`src/rtl/if_fetch_ctrl_pkg.sv`:
```
// Shared encodings for the instruction-fetch controller: FSM states, bus size code and the
// exception codes the fetch path can raise alongside the rest of the pipeline's codes.
package if_fetch_ctrl_pkg;

  typedef enum logic [1:0] {
    StIdle = 2'd0,
    StReq  = 2'd1,
    StWait = 2'd2,
    StHold = 2'd3
  } fetch_state_e;

  localparam logic [1:0] SizeWord = 2'b10;

  // Exception codes as written to Cause.ExcCode; fetch only ever raises ExcAdel.
  localparam logic [4:0] ExcInt  = 5'h00;
  localparam logic [4:0] ExcAdel = 5'h04;
  localparam logic [4:0] ExcAdes = 5'h05;
  localparam logic [4:0] ExcSys  = 5'h08;
  localparam logic [4:0] ExcBp   = 5'h09;
  localparam logic [4:0] ExcRi   = 5'h0a;
  localparam logic [4:0] ExcOv   = 5'h0c;

  function automatic logic is_misaligned(input logic [1:0] low_bits);
    return low_bits != 2'b00;
  endfunction

endpackage

```
`src/rtl/if_fetch_ctrl.sv`:
```
// Instruction-fetch controller: latches the PC, issues one word read on the SRAM-like inst bus,
// holds the result for decode and pulses pc_en_o when decode takes it.
module if_fetch_ctrl
  import if_fetch_ctrl_pkg::*;
#(
  parameter int unsigned ADDR_W = 32,
  parameter int unsigned DATA_W = 32
) (
  input  logic              clk,
  input  logic              rst,
  input  logic [ADDR_W-1:0] pc_i,
  input  logic              pc_valid_i,
  input  logic              stall_i,
  input  logic              flush_i,
  output logic              inst_req,
  output logic              inst_wr,
  output logic [1:0]        inst_size,
  output logic [ADDR_W-1:0] inst_addr,
  input  logic              inst_addr_ok,
  input  logic [DATA_W-1:0] inst_rdata,
  input  logic              inst_data_ok,
  output logic [DATA_W-1:0] inst_o,
  output logic [ADDR_W-1:0] inst_pc_o,
  output logic              inst_valid_o,
  output logic              adel_o,
  output logic              pc_en_o
);

  fetch_state_e      state_q, state_d;
  logic [ADDR_W-1:0] addr_q, addr_d;
  logic [DATA_W-1:0] inst_q, inst_d;
  logic              valid_q, valid_d;
  logic              adel_q, adel_d;
  logic              discard_q, discard_d;
  logic              pc_en;

  always_ff @(posedge clk) begin
    if (rst) begin
      state_q   <= StIdle;
      addr_q    <= '0;
      inst_q    <= '0;
      valid_q   <= 1'b0;
      adel_q    <= 1'b0;
      discard_q <= 1'b0;
    end else begin
      state_q   <= state_d;
      addr_q    <= addr_d;
      inst_q    <= inst_d;
      valid_q   <= valid_d;
      adel_q    <= adel_d;
      discard_q <= discard_d;
    end
  end

  always_comb begin
    state_d   = state_q;
    addr_d    = addr_q;
    inst_d    = inst_q;
    valid_d   = valid_q;
    adel_d    = adel_q;
    discard_d = discard_q;
    pc_en     = 1'b0;

    unique case (state_q)
      StIdle: begin
        if (pc_valid_i && !flush_i) begin
          addr_d = pc_i;
          if (is_misaligned(pc_i[1:0])) begin
            // Misaligned PC never reaches the bus; it is reported as an AdEL slot instead.
            inst_d  = '0;
            adel_d  = 1'b1;
            valid_d = 1'b1;
            state_d = StHold;
          end else begin
            state_d = StReq;
          end
        end
      end
      StReq: begin
        // A request cannot be withdrawn once raised, so a flush only marks the reply stale.
        if (flush_i) begin
          discard_d = 1'b1;
        end
        if (inst_addr_ok) begin
          state_d = StWait;
        end
      end
      StWait: begin
        if (inst_data_ok) begin
          if (discard_q || flush_i) begin
            discard_d = 1'b0;
            state_d   = StIdle;
          end else begin
            inst_d  = inst_rdata;
            valid_d = 1'b1;
            state_d = StHold;
          end
        end else if (flush_i) begin
          discard_d = 1'b1;
        end
      end
      StHold: begin
        if (flush_i) begin
          valid_d = 1'b0;
          adel_d  = 1'b0;
          state_d = StIdle;
        end else if (!stall_i) begin
          pc_en   = 1'b1;
          valid_d = 1'b0;
          adel_d  = 1'b0;
          state_d = StIdle;
        end
      end
      default: state_d = StIdle;
    endcase
  end

  assign inst_req     = (state_q == StReq);
  assign inst_wr      = 1'b0;
  assign inst_size    = SizeWord;
  assign inst_addr    = inst_req ? addr_q : '0;
  assign inst_o       = inst_q;
  assign inst_pc_o    = addr_q;
  assign inst_valid_o = valid_q;
  assign adel_o       = adel_q;
  assign pc_en_o      = pc_en;

endmodule

```
`config.mk`:
```
export PLATFORM = sky130hd
export DESIGN_NAME = if_fetch_ctrl
export DESIGN_NICKNAME = d
export VERILOG_FILES = /design/src/rtl/if_fetch_ctrl_pkg.sv /design/src/rtl/if_fetch_ctrl.sv
export SDC_FILE = /design/constraint.sdc
export NUM_CORES = 1
export LEC_CHECK = 0
export CAP_MARGIN = 15
export CORE_ASPECT_RATIO = 1.4
export CORE_MARGIN = 1.5
export CORE_UTILIZATION = 41
export CTS_CLUSTER_SIZE = 25
export DETAILED_ROUTE_END_ITERATION = 12
export HOLD_SLACK_MARGIN = 0.08
export PLACE_DENSITY_LB_ADDON = 0.08
export REMOVE_ABC_BUFFERS = 1
export SYNTH_ARGS = -nofsm -noshare
export SYNTH_HDL_FRONTEND = slang
export SYNTH_SLANG_ARGS = --single-unit
export TNS_END_PERCENT = 10
```
`constraint.sdc`:
```
create_clock -name clk -period 4.85 [get_ports clk]
set_input_delay 0.7275 -clock clk [delete_from_list [all_inputs] [get_ports clk]]
set_output_delay 0.7275 -clock clk [all_outputs]
set_load 0.01 [all_outputs]
```
==> flow_summary.ini <==
[critical_path]
critPathMaxFanout = 36
crit_arrival_ns = 2.36
critPathCaptureType = output pin
crit_required_ns = 4.12
critical_path.startpoint_type = flop
critPathSlowestCell = ha_1
critical_path_class = reg2out
cp_top_family = adder cells
crit_chain = inv_1 > ha_1 > and2_1 > clkdlybuf4s50_1
cp_num_buf_inv = 2
cpPeakStageDelay_ns = 0.74

[synthesis]
netlist_area_sq_um = 3003
synth.distinct_cells = 35
synth.top_cell.area_share_pct = 46.00
synth_edf_count = 0
synth_common_cells = dfxtp_1, a21oi_1, nand2_1
ys.flop_type = dfxtp_1
netlist_instances = 372
yosysSeqAreaShare_pct = 46.00
ys_top_cells_by_area = dfxtp_1, a21oi_1, nand2_1
ys_seq_elements = 69
avgSynthCellArea_sq_um = 8.072
yosysTopAreaCell = dfxtp_1
yosysMostFrequentCell = dfxtp_1
async_flop_share_pct = 0
ys_warn_count = 0

[drt]
ant_nets = 0
viasPerCell = 5.139
drt_pass1_iterations = 5
drc = 0
dr.first_iter.drc_count = 142
wl_um = 8933
wire_per_inst_um = 14.29
vias = 3212

[clocking]
cts_setup_buffers = 0
hold_buffers = 0
cts_buffers = 9
cts_tree = built
clock_tree.buffer_depth = 2
cts_resized = 0
cts.sinks = 69
cts.clk_slew.worst_paths_ns = 0.07
clk_latency_ns = 0.34
root_buffer = clkbuf_8
htreeDepth = 3

[timing]
rsz0062_at_grt = no
tightest_slew_ns = 1.078
finalSetupViolCount = 0
max_freq_ghz = 0.3239
slew_violations = 0
slew_headroom_pct = 28.09
clock-skew-final_ns = 0.01221
period_share_pct = 63.66
min_period_ns = 3.087
final_hold_viol_count = 0
finalSetupTns_ns = 0

[floorplanning]
dieArea_sq_um = 7854
rows = 36
die_h_um = 104.3
fp.coreArea_sq_um = 7027
io_pins = 174
initial_core_util_pct = 42.74
chipWidth_um = 75.33

[power]
total_power_mw = 1.821
p_leak_nw = 1.712
power.density_nw_per_um2 = 368.2
ir_worst_vdd_v = 0.0002779

[global_routing]
grt_pass1_vias = 3029
grt_max_degree = 46
overflow = 0
grt_first_pass_wirelength_um = 14210
antenna_found_initial = 0
grt_usage_pct = 23.02

[run]
drv_cap = 0

[finish]
finish.net_count = 602
diodes = 0
drive_gt1_share_pct = 5.849
area_growth_pct = 64.71

[placed_design]
port_buffers = 170
post-dp-hpwl_um = 6330
finalWeightedCongestion = 0.7977

[status]
status = finished, final reports clean

[min_path]
hold_class = reg2reg
[state kept, by name (all words and copies together), names as in the netlist]
signal and count:
inst_o 32, inst_pc_o 32, state_q 2, adel_o 1
discard_q 1, inst_valid_o 1
[layer usage]
| metal | GRT usage [%] | vias to the layer above | wire length (um) |
|---|---|---|---|
| li1 | - | 1580 | - |
| met2 | 38.10 | 143 | 4366 |
| met4 | 10.20 | 0 | 191 |
| met3 | 5.620 | 14 | 751 |
| met1 | 27.32 | 1475 | 3623 |
| met5 | 0 | - | 0 |
[worst reg2reg max path, delay by kind of cell (launching register included)]
family / cells / cell delay [ns]
AOI/OAI and AO/OA: 1 / 0.12
adders and majority gates: 1 / 0.36
buffers and inverters: 3 / 0.51
DFF: 1 / 0.34
and+or+nand+nor: 2 / 0.90
[worst paths after layout]
check / start / to / slack [ns] / cells past startpoint
worst max register to register: state_q[0] / inst_pc_o[16] / 2.56 / 7
worst min-delay path: inst_pc_o[24] / inst_pc_o[24] / 0.47 / 2
worst max-delay path: state_q[1] / inst_addr[30] / 1.76 / 4
worst min register to register: inst_pc_o[24] / inst_pc_o[24] / 0.47 / 2
[stage by stage]
stage | instance area (sq um) | cells | hold WS, ns | setup WS, ns | utilization, %
floorplan | 2850 | 337 | 0.4587 | 1.861 | -
global placement | 4731 | 609 | 0.4539 | 2.041 | 67.33
detailed placement | 4731 | 609 | 0.4580 | 1.963 | 67.33
CTS | 4946 | 625 | 0.4682 | 1.716 | 70.39
global route | 4946 | 625 | 0.4841 | 1.581 | 70.39
finish | 4946 | 625 | 0.4661 | 1.763 | 70.39
[power breakdown]
group,switching [mW],internal [mW],total [mW]
Sequential,0.0349,0.616,0.651
Combinational,0.399,0.265,0.665
Clock,0.216,0.290,0.506
[area by class of cell]
| class | count | area [sq um] |
|---|---|---|
| fill | 608 | 2081 |
| inverter | 4 | 15.01 |
| clock inverter | 6 | 87.58 |
| sequential | 69 | 1381 |
| tap | 95 | 118.9 |
| multi-input combinational | 264 | 1466 |
| timing repair buffer | 177 | 1749 |
| clock buffer | 10 | 127.6 |
[cells in the final DEF, fill, tap and decap left out, drive strengths merged, types with 2 or more instances in the layout]
master           n
o21ai           34
bufinv           2
nand3b           2
dfxtp           69
inv              4
nor2b            2
nand2b           2
nand4           32
clkdlybuf4s50  169
and2            32
nor2             4
nand2           64
nor3b            3
conb             3
clkinv           4
clkbuf          10
buf              8
ha               6
a21oi           66
mux2i            2
[logic make-up after synthesis]
logic type	synth area share, %
and+or+nand+nor	25.58
AOI/OAI and AO/OA	19.29
adders and majority gates	2.500
DFF	46.00
other	0.2501
muxes	0.6667
buffers and inverters	5.708
No activity file was read; power rests on OpenSTA's default activity.
